File: src/rtl/smg_decode_module.sv
// Serial seven-segment pattern receiver: collects 8 bits, decodes the digit code,
// and reports a one-cycle Decode_Valid with held Number_Data/DP_Out/Decode_Err.
module smg_decode_module #(
    parameter int MSB_FIRST = 1
) (
    input  logic       CLK,
    input  logic       RSTn,
    input  logic       Serial_In,
    input  logic       Shift_En,
    input  logic       Frame_Clr,
    output logic [3:0] Number_Data,
    output logic       DP_Out,
    output logic       Decode_Valid,
    output logic       Decode_Err,
    output logic       Busy,
    output logic [1:0] State_Dbg
);

    localparam logic [1:0] IDLE   = 2'd0;
    localparam logic [1:0] SHIFT  = 2'd1;
    localparam logic [1:0] DECODE = 2'd2;
    localparam logic [1:0] DONE   = 2'd3;

    logic [1:0] state_q,   state_d;
    logic [2:0] count_q,   count_d;
    logic [7:0] pattern_q, pattern_d;
    logic [3:0] num_q,     num_d;
    logic       dp_q,      dp_d;
    logic       err_q,     err_d;
    logic       valid_q,   valid_d;

    logic [7:0] shifted;
    logic [7:0] pat_masked;
    logic [3:0] dec_num;
    logic       dec_known;

    // First captured bit must end up in bit 7 (MSB first) or bit 0 (LSB first).
    always_comb begin
        if (MSB_FIRST != 0) shifted = {pattern_q[6:0], Serial_In};
        else                shifted = {Serial_In, pattern_q[7:1]};
    end

    // The DP bit is reported separately, so the digit lookup ignores it.
    always_comb begin
        pat_masked = pattern_q | 8'h80;
        dec_known  = 1'b1;
        dec_num    = 4'd15;
        case (pat_masked)
            8'hC0:   dec_num = 4'd0;
            8'hF9:   dec_num = 4'd1;
            8'hA4:   dec_num = 4'd2;
            8'hB0:   dec_num = 4'd3;
            8'h99:   dec_num = 4'd4;
            8'h92:   dec_num = 4'd5;
            8'h82:   dec_num = 4'd6;
            8'hF8:   dec_num = 4'd7;
            8'h80:   dec_num = 4'd8;
            8'h90:   dec_num = 4'd9;
            8'hBF:   dec_num = 4'd10;
            8'hFF:   dec_num = 4'd15;
            default: dec_known = 1'b0;
        endcase
    end

    always_comb begin
        state_d   = state_q;
        count_d   = count_q;
        pattern_d = pattern_q;
        num_d     = num_q;
        dp_d      = dp_q;
        err_d     = err_q;
        valid_d   = 1'b0;
        // An abort only drops the partial frame; the last reported result stays.
        if (Frame_Clr) begin
            state_d   = IDLE;
            count_d   = 3'd0;
            pattern_d = 8'hFF;
        end else begin
            case (state_q)
                IDLE: begin
                    if (Shift_En) begin
                        pattern_d = shifted;
                        count_d   = 3'd1;
                        state_d   = SHIFT;
                    end
                end
                SHIFT: begin
                    if (Shift_En) begin
                        pattern_d = shifted;
                        if (count_q == 3'd7) begin
                            count_d = 3'd0;
                            state_d = DECODE;
                        end else begin
                            count_d = count_q + 3'd1;
                        end
                    end
                end
                DECODE: begin
                    state_d = DONE;
                    valid_d = 1'b1;
                    if (dec_known) begin
                        num_d = dec_num;
                        dp_d  = ~pattern_q[7];
                        err_d = 1'b0;
                    end else begin
                        err_d = 1'b1;
                    end
                end
                default: begin
                    state_d   = IDLE;
                    pattern_d = 8'hFF;
                end
            endcase
        end
    end

    always_ff @(posedge CLK or negedge RSTn) begin
        if (!RSTn) begin
            state_q   <= IDLE;
            count_q   <= 3'd0;
            pattern_q <= 8'hFF;
            num_q     <= 4'd15;
            dp_q      <= 1'b0;
            err_q     <= 1'b0;
            valid_q   <= 1'b0;
        end else begin
            state_q   <= state_d;
            count_q   <= count_d;
            pattern_q <= pattern_d;
            num_q     <= num_d;
            dp_q      <= dp_d;
            err_q     <= err_d;
            valid_q   <= valid_d;
        end
    end

    assign Number_Data  = num_q;
    assign DP_Out       = dp_q;
    assign Decode_Err   = err_q;
    assign Decode_Valid = valid_q;
    assign Busy         = (state_q == DECODE) || (state_q == DONE);
    assign State_Dbg    = state_q;

endmodule

File: config.mk
export PLATFORM = sky130hd
export DESIGN_NAME = smg_decode_module
export DESIGN_NICKNAME = d
export VERILOG_FILES = /design/src/rtl/smg_decode_module.sv
export SDC_FILE = /design/constraint.sdc
export NUM_CORES = 1
export LEC_CHECK = 0
export BUFFER_PORTS_ARGS = -buffer_cell sky130_fd_sc_hd__buf_2
export CAP_MARGIN = 20
export CORE_ASPECT_RATIO = 1.4
export CORE_MARGIN = 5
export CORE_UTILIZATION = 50
export CTS_CLUSTER_DIAMETER = 30
export DETAILED_ROUTE_END_ITERATION = 7
export PLACE_DENSITY = 0.67
export SYNTH_ARGS = -nofsm -noshare
export SYNTH_HDL_FRONTEND = slang
export SYNTH_SLANG_ARGS = --single-unit
File: constraint.sdc
create_clock -name CLK -period 2.3 [get_ports CLK]
set_clock_uncertainty 0.1 [all_clocks]
set_input_delay 0.46 -clock CLK [delete_from_list [all_inputs] [get_ports CLK]]
set_output_delay 0.46 -clock CLK [all_outputs]
set_load 0.02 [all_outputs]
==> tab_implementation.tex, run 1 <==
\begin{tabular}{lr}
\hline
Metric & Value \\
\hline
\multicolumn{2}{l}{\textbf{Floorplanning}} \\
Number of placement rows & 20 \\
Initial Utilization & 53.2\% \\
Placeable core area & 0.00220 mm2 \\
Die W & 50.9 um \\
Ports placed on the boundary & 15 \\
Chip height & 67.3 um \\
DIE AREA & 0.00343 mm2 \\
\multicolumn{2}{l}{\textbf{Synth}} \\
Area share of the leading cell type in the synthesized netlist & 26.9\% \\
Post-synth top flop & sky130\_fd\_sc\_hd\_\_dfstp\_2 \\
Proportion of synthesized chip area in sequential cells & 44.0\% \\
Post-synth EDFFs & 0 \\
Total number of yosys warnings & 0 \\
Library cells used by synthesis & 42 \\
Most area-consuming cells after synthesis & sky130\_fd\_sc\_hd\_\_dfstp\_2 (27\%), sky130\_fd\_sc\_hd\_\_dfrtp\_1 (17\%), sky130\_fd\_sc\_hd\_\_ha\_1 (6.4\%) \\
Post-synthesis register bit count & 20 \\
Number of instances in the synthesized netlist & 128 \\
Top-count cell post-synth & sky130\_fd\_sc\_hd\_\_nor2\_1 \\
Synthesized Nets & 139 \\
Post-synth top cells & sky130\_fd\_sc\_hd\_\_nor2\_1 (19), sky130\_fd\_sc\_hd\_\_nand2\_1 (15), sky130\_fd\_sc\_hd\_\_dfstp\_2 (12) \\
Most area-hungry cell type in the Yosys netlist & sky130\_fd\_sc\_hd\_\_dfstp\_2 \\
Mapped Avg Cell Area & 9.16 um2 \\
Fraction of synthesis flops using an asynchronous set or reset pin & 100\% \\
Cell area after technology mapping & 0.00117 mm2 \\
\multicolumn{2}{l}{\textbf{Run}} \\
MaxCap Viol Count & 0 \\
\multicolumn{2}{l}{\textbf{Clock tree}} \\
Clk pin slew, worst setup/hold paths & 0.11 ns \\
Worst-skew pair later-pin latency & 0.30 ns \\
Number of sinks on the clock net & 20 \\
Root Buffer & sky130\_fd\_sc\_hd\_\_clkbuf\_4 \\
Clock tree from TritonCTS & done \\
Number of buffers created by CTS & 3 \\
Worst-case clock buffer depth & 2 \\
H-tree levels & 1 \\
\multicolumn{2}{l}{\textbf{Worst setup path}} \\
Maximum fanout encountered on the critical timing path & 9 \\
Worst path arrival time & 2.21 ns \\
Critical path start-end classification & reg2reg \\
Worst Path Required & 2.44 ns \\
Category of the worst setup path launch point & flip-flop \\
Depth of the worst register-to-register path & 5 \\
Type of destination of the critical path & flip-flop \\
Register-to-register setup slack & 0.23 ns \\
Crit Reg-Reg Endpoint & DP\_Out\$\_DFFE\_PN0P\_ \\
Critical register-to-register path startpoint & pattern\_q[1]\$\_DFFE\_PN1P\_ \\
\multicolumn{2}{l}{\textbf{STA}} \\
Total negative slack for setup checks & 0 ns \\
Highest clock frequency the design can meet & 483 MHz \\
Max-slew violations & 0 \\
Final worst path period need & 2.07 ns \\
Final-layout worst hold slack & 0.286 ns \\
Unrepaired setup endpoints after global routing & no \\
Period utilisation layout & 90.0\% \\
Final hold violation count & 0 \\
Slew at the pin with the worst max-slew slack & 0.428 ns \\
Max transition margin & 71.3\% \\
Setup-failing EPs final & 0 \\
Setup WS post-layout & 0.229 ns \\
\multicolumn{2}{l}{\textbf{Outcome}} \\
Run status & completed \\
\multicolumn{2}{l}{\textbf{Min path}} \\
Startpoint of the worst hold path & Frame\_Clr \\
Capture endpoint of the worst hold path & State\_Dbg[0]\$\_DFFE\_PN0P\_ \\
Hold Path Depth & 2 \\
Hold WC Path Type & in2reg \\
\multicolumn{2}{l}{\textbf{Pwr}} \\
Pwr per Cell Area & 1190 mW/mm2 \\
Worst-case vdd ir drop & 0.000583 V \\
Leakage component of the power & 0.586 nW \\
\multicolumn{2}{l}{\textbf{Cells and area}} \\
Footprint of the multi-input gates & 589 um2 \\
Number of non-filler instances in the completed layout & 164 \\
Total Nets Final & 154 \\
Final-layout fill cell count & 211 \\
Final core utilization & 58.1\% \\
Area growth from synthesis to layout & 9.18\% \\
Antenna diode count & 0 \\
Sequential standard cell area & 515 um2 \\
Layout cells sized above 1 & 26.8\% \\
\multicolumn{2}{l}{\textbf{Drt}} \\
Initial DRC Count & 19 \\
Detailed-router iteration count before antenna repair & 4 \\
Via Count & 931 \\
Wirelength per Cell & 13.6 um \\
Total Routed Length & 2230 um \\
Number of remaining DRC errors & 0 \\
Vias per inst & 5.68 \\
Remaining antenna violation count & 0 \\
\multicolumn{2}{l}{\textbf{Global route}} \\
Vias in the first global route & 973 \\
Largest net degree at the start of global routing & 21 \\
Overall Global Routing Usage & 15.0\% \\
Wire length of the first global-routing pass & 4020 um \\
Grt ovf & 0 \\
Initial antenna violation count & 0 \\
\multicolumn{2}{l}{\textbf{Placement}} \\
Total half-perimeter wirelength after legalization and detailed placement & 1720 um \\
Routability Congestion & 0.894 \\
Post-Place Worst Slack & 0.220 ns \\
Number of port buffers & 14 \\
Placed instance count & 159 \\
\hline
\end{tabular}
==> metrics by stage <==
step,instance area (um2),power [mW]
2_1_floorplan,1170,1.19
3_3_place_gp,1240,1.34
3_5_place_dp,1240,1.36
6_report,1280,1.52
4_1_cts,1280,1.54
5_1_grt,1280,1.66
==> state kept, by name (all words and copies together) (netlist names) <==
| register | cells |
|---|---|
| Decode_Valid | 1 |
| DP_Out | 1 |
| Decode_Err | 1 |
| pattern_q | 8 |
| Number_Data | 4 |
| State_Dbg | 2 |
| count_q | 3 |
==> cells in the final DEF (no fill, tap or decap), types with 2 or more instances in the layout <==
master                      n
sky130_fd_sc_hd__a21oi_1    7
sky130_fd_sc_hd__a32oi_1    2
sky130_fd_sc_hd__buf_2     14
sky130_fd_sc_hd__buf_4      2
sky130_fd_sc_hd__clkbuf_4   3
sky130_fd_sc_hd__dfrtp_1    8
sky130_fd_sc_hd__dfstp_2   12
sky130_fd_sc_hd__ha_1       6
sky130_fd_sc_hd__inv_1      7
sky130_fd_sc_hd__nand2_1   15
sky130_fd_sc_hd__nand3_1    4
sky130_fd_sc_hd__nor2_1    19
sky130_fd_sc_hd__nor3_1     3
sky130_fd_sc_hd__o21ai_0   10
sky130_fd_sc_hd__xnor2_1    2
==> critical path: stages (launching register included) <==
cell	delay, ns
sky130_fd_sc_hd__dfstp_2	0.62
sky130_fd_sc_hd__nand4bb_1	0.18
sky130_fd_sc_hd__a2bb2o_1	0.32
sky130_fd_sc_hd__or3_4	0.42
sky130_fd_sc_hd__o21ai_4	0.18
sky130_fd_sc_hd__mux2i_1	0.20
==> report_power, final <==
| group | switching, mW | leakage [nW] | internal (mW) |
|---|---|---|---|
| registers | 0.154 | 0.230 | 0.537 |
| logic | 0.382 | 0.341 | 0.277 |
| clock network | 0.102 | 0.0150 | 0.0676 |
| total | 0.638 | 0.586 | 0.881 |
==> per-layer routing <==
layer / GRT usage (%) / part of all wire [%] / vias up
met5: 0 / 0 / -
met4: 4.79 / 1.3 / 0
met3: 2.65 / 2.1 / 5
met2: 27.0 / 54 / 10
met1: 17.7 / 42 / 443
li1: - / - / 473
==> worst max-delay path by stage <==
stage | from | to | slack (ns) | cells past startpoint
after floorplan | State_Dbg[1]$_DFFE_PN0P_ | pattern_q[0]$_DFFE_PN1P_ | 0.25 | 7
after global placement | pattern_q[1]$_DFFE_PN1P_ | DP_Out$_DFFE_PN0P_ | 0.27 | 5
after detailed placement | pattern_q[1]$_DFFE_PN1P_ | DP_Out$_DFFE_PN0P_ | 0.22 | 5
after CTS | State_Dbg[0]$_DFFE_PN0P_ | Busy | 0.22 | 4
after global routing | pattern_q[1]$_DFFE_PN1P_ | DP_Out$_DFFE_PN0P_ | 0.1 | 5
final | pattern_q[1]$_DFFE_PN1P_ | DP_Out$_DFFE_PN0P_ | 0.23 | 5
==> repair_timing <==
item,CTS,global route
resized for setup,0,0
hold buffers,1,0
buffers inserted,0,0
endpoints found under the hold margin,8,0
==> area by class of cell <==
type	instances	area share [%]
multi-input combinational	94	46.0
timing repair buffer	17	7.43
inverter	7	2.05
clock buffer	4	2.05
sequential	20	40.3
tap	22	2.15
==> kinds of logic (layout without fill, tap and decap cells) <==
family | count (synthesis) | count (layout) | share of synthesized area (%)
flops | 20 | 20 | 44.0
buf+inv | 14 | 28 | 5.76
simple gates | 54 | 54 | 23.7
fa+ha+maj | 6 | 6 | 6.40
mux | 2 | 2 | 1.81
compound gates | 30 | 30 | 16.9
xor+xnor | 2 | 2 | 1.49
No activity file was read; power rests on OpenSTA's default activity.
==> inputs of run 2 (changes only) <==
--- a/config.mk
+++ b/config.mk
@@ -13,6 +13,7 @@
 export CTS_CLUSTER_DIAMETER = 30
 export DETAILED_ROUTE_END_ITERATION = 7
 export PLACE_DENSITY = 0.67
+export REMOVE_ABC_BUFFERS = 1
 export SYNTH_ARGS = -nofsm -noshare
 export SYNTH_HDL_FRONTEND = slang
 export SYNTH_SLANG_ARGS = --single-unit
==> run 2 against run 1 <==
Wire length fell by 3.5%. Count of clock-buffer cells in the layout did not move. Worst setup slack got worse by 0.060 ns. Sequential share of layout area did not move. Largest power group unchanged.
==> tab_implementation.tex, run 2 (synthesized netlist as in run 1, its figures left out) <==
\begin{tabular}{lr}
\hline
Metric & Value \\
\hline
\multicolumn{2}{l}{\textbf{Cells and area}} \\
Final core utilization & 58.1\% \\
Flip-flop count of the largest register after layout & 8 \\
Number of non-filler instances in the completed layout & 164 \\
Footprint of the multi-input gates & 589 um2 \\
Largest register by flop count & pattern\_q \\
Total Nets Final & 154 \\
Most common cell after layout, fill and taps aside & sky130\_fd\_sc\_hd\_\_nor2\_1 \\
Leading cell types in the layout, fill and taps excluded & sky130\_fd\_sc\_hd\_\_nor2\_1 (19), sky130\_fd\_sc\_hd\_\_nand2\_1 (15), sky130\_fd\_sc\_hd\_\_buf\_2 (14) \\
Antenna diode count & 0 \\
Final-layout fill cell count & 198 \\
Final design instance area without fill & 0.00128 mm2 \\
Area growth from synthesis to layout & 9.18\% \\
Layout cells sized above 1 & 26.8\% \\
Sequential standard cell area & 515 um2 \\
\multicolumn{2}{l}{\textbf{Worst setup path}} \\
Worst Path Required & 2.43 ns \\
Slowest cell delay on critical path & 0.62 ns \\
Crit. Startpoint & pattern\_q[1]\$\_DFFE\_PN1P\_ \\
Critical-path cell with the highest stage delay & sky130\_fd\_sc\_hd\_\_dfstp\_2 \\
Maximum fanout encountered on the critical timing path & 9 \\
Category of the worst setup path launch point & flip-flop \\
Worst path arrival time & 2.26 ns \\
Critical path start-end classification & reg2reg \\
Critical Path, Cell by Cell & nand4bb\_1 -> a2bb2o\_1 -> or3\_4 -> o21ai\_4 -> mux2i\_1 \\
Type of destination of the critical path & flip-flop \\
Critical register-to-register path startpoint & pattern\_q[1]\$\_DFFE\_PN1P\_ \\
\multicolumn{2}{l}{\textbf{Placement}} \\
Placed instance count & 159 \\
Total half-perimeter wirelength after legalization and detailed placement & 1650 um \\
Routability Congestion & 0.939 \\
Number of port buffers & 14 \\
Post-Place Worst Slack & 0.208 ns \\
Placed Area & 0.00124 mm2 \\
\multicolumn{2}{l}{\textbf{Drt}} \\
Via Count & 940 \\
Total Routed Length & 2160 um \\
Remaining antenna violation count & 0 \\
Detailed-router iteration count before antenna repair & 5 \\
Wirelength per Cell & 13.1 um \\
Number of remaining DRC errors & 0 \\
Initial DRC Count & 24 \\
Vias per inst & 5.73 \\
\multicolumn{2}{l}{\textbf{Clock tree}} \\
Number of buffers created by CTS & 3 \\
Clk pin slew, worst setup/hold paths & 0.11 ns \\
Number of sinks on the clock net & 20 \\
Worst-skew pair later-pin latency & 0.30 ns \\
Worst-case clock buffer depth & 2 \\
Root Buffer & sky130\_fd\_sc\_hd\_\_clkbuf\_4 \\
H-tree levels & 1 \\
Post-cts repair resize count & 0 \\
Clock tree from TritonCTS & done \\
\multicolumn{2}{l}{\textbf{Global route}} \\
Overall Global Routing Usage & 14.3\% \\
Grt ovf & 0 \\
Initial antenna violation count & 0 \\
Largest net degree at the start of global routing & 21 \\
Vias in the first global route & 874 \\
Wire length of the first global-routing pass & 3750 um \\
\multicolumn{2}{l}{\textbf{Floorplanning}} \\
Initial Utilization & 53.2\% \\
Ports placed on the boundary & 15 \\
DIE AREA & 0.00343 mm2 \\
Die W & 50.9 um \\
Number of placement rows & 20 \\
Chip height & 67.3 um \\
Placeable core area & 0.00220 mm2 \\
\multicolumn{2}{l}{\textbf{STA}} \\
Total negative slack for setup checks & 0 ns \\
Unrepaired setup endpoints after global routing & no \\
Period utilisation layout & 92.7\% \\
Max transition margin & 69.9\% \\
Final-layout worst hold slack & 0.283 ns \\
Setup-failing EPs final & 0 \\
Setup WS post-layout & 0.169 ns \\
Max-slew violations & 0 \\
Highest clock frequency the design can meet & 469 MHz \\
Slew at the pin with the worst max-slew slack & 0.448 ns \\
Final hold violation count & 0 \\
Final worst path period need & 2.13 ns \\
\multicolumn{2}{l}{\textbf{Pwr}} \\
Overall power & 1.51 mW \\
Worst-case vdd ir drop & 0.000602 V \\
Leakage component of the power & 0.586 nW \\
Pwr per Cell Area & 1180 mW/mm2 \\
\multicolumn{2}{l}{\textbf{Outcome}} \\
Run status & completed \\
\multicolumn{2}{l}{\textbf{Run}} \\
MaxCap Viol Count & 0 \\
\multicolumn{2}{l}{\textbf{Min path}} \\
Startpoint of the worst hold path & Frame\_Clr \\
Hold WC Path Type & in2reg \\
\hline
\end{tabular}
run 2: critical path: cells and delay by family (launching register included):
kind	cells	cell delay (ns)
flip-flops	1	0.62
multiplexers	1	0.21
AND/OR/NAND/NOR	2	0.62
AO/OA/AOI/OAI	2	0.52
run 2: cell type report:
type / count / area share, %
Clock buffer: 4 / 2.05
Sequential cell: 20 / 40.3
Timing Repair Buffer: 17 / 7.43
Multi-Input combinational cell: 94 / 46.0
Tap cell: 22 / 2.15
Inverter: 7 / 2.05
run 2: metal layers:
layer | GRT usage [%] | up-vias | wire length (um) | part of all wire [%]
li1 | - | 472 | - | -
met1 | 16.2 | 432 | 878 | 41
met2 | 25.0 | 30 | 1130 | 52
met3 | 2.65 | 6 | 112 | 5.2
met4 | 7.35 | 0 | 37 | 1.7
met5 | 0 | - | 0 | 0
run 2: where the power goes:
| part | switching, mW | total, mW | internal (mW) |
|---|---|---|---|
| Clock | 0.104 | 0.171 | 0.0676 |
| Combinational | 0.377 | 0.654 | 0.277 |
| Sequential | 0.152 | 0.688 | 0.536 |
| Total | 0.632 | 1.51 | 0.881 |
run 2: worst paths after layout:
path / endpoint / cells after the start / slack [ns]
setup / recovery: DP_Out$_DFFE_PN0P_ / 5 / 0.17
hold / removal: State_Dbg[0]$_DFFE_PN0P_ / 2 / 0.28
setup reg to reg: DP_Out$_DFFE_PN0P_ / 5 / 0.17
hold reg to reg: Number_Data[0]$_DFFE_PN1P_ / 2 / 0.37
max in group asynchronous: pattern_q[2]$_DFFE_PN1P_ / 2 / 1.23
min in group asynchronous: State_Dbg[0]$_DFFE_PN0P_ / 2 / 0.53
run 2: repair_timing:
| item | in CTS | in global routing |
|---|---|---|
| hold endpoints to repair | 8 | 0 |
| hold buffers | 1 | 0 |
| buffers inserted | 0 | 0 |
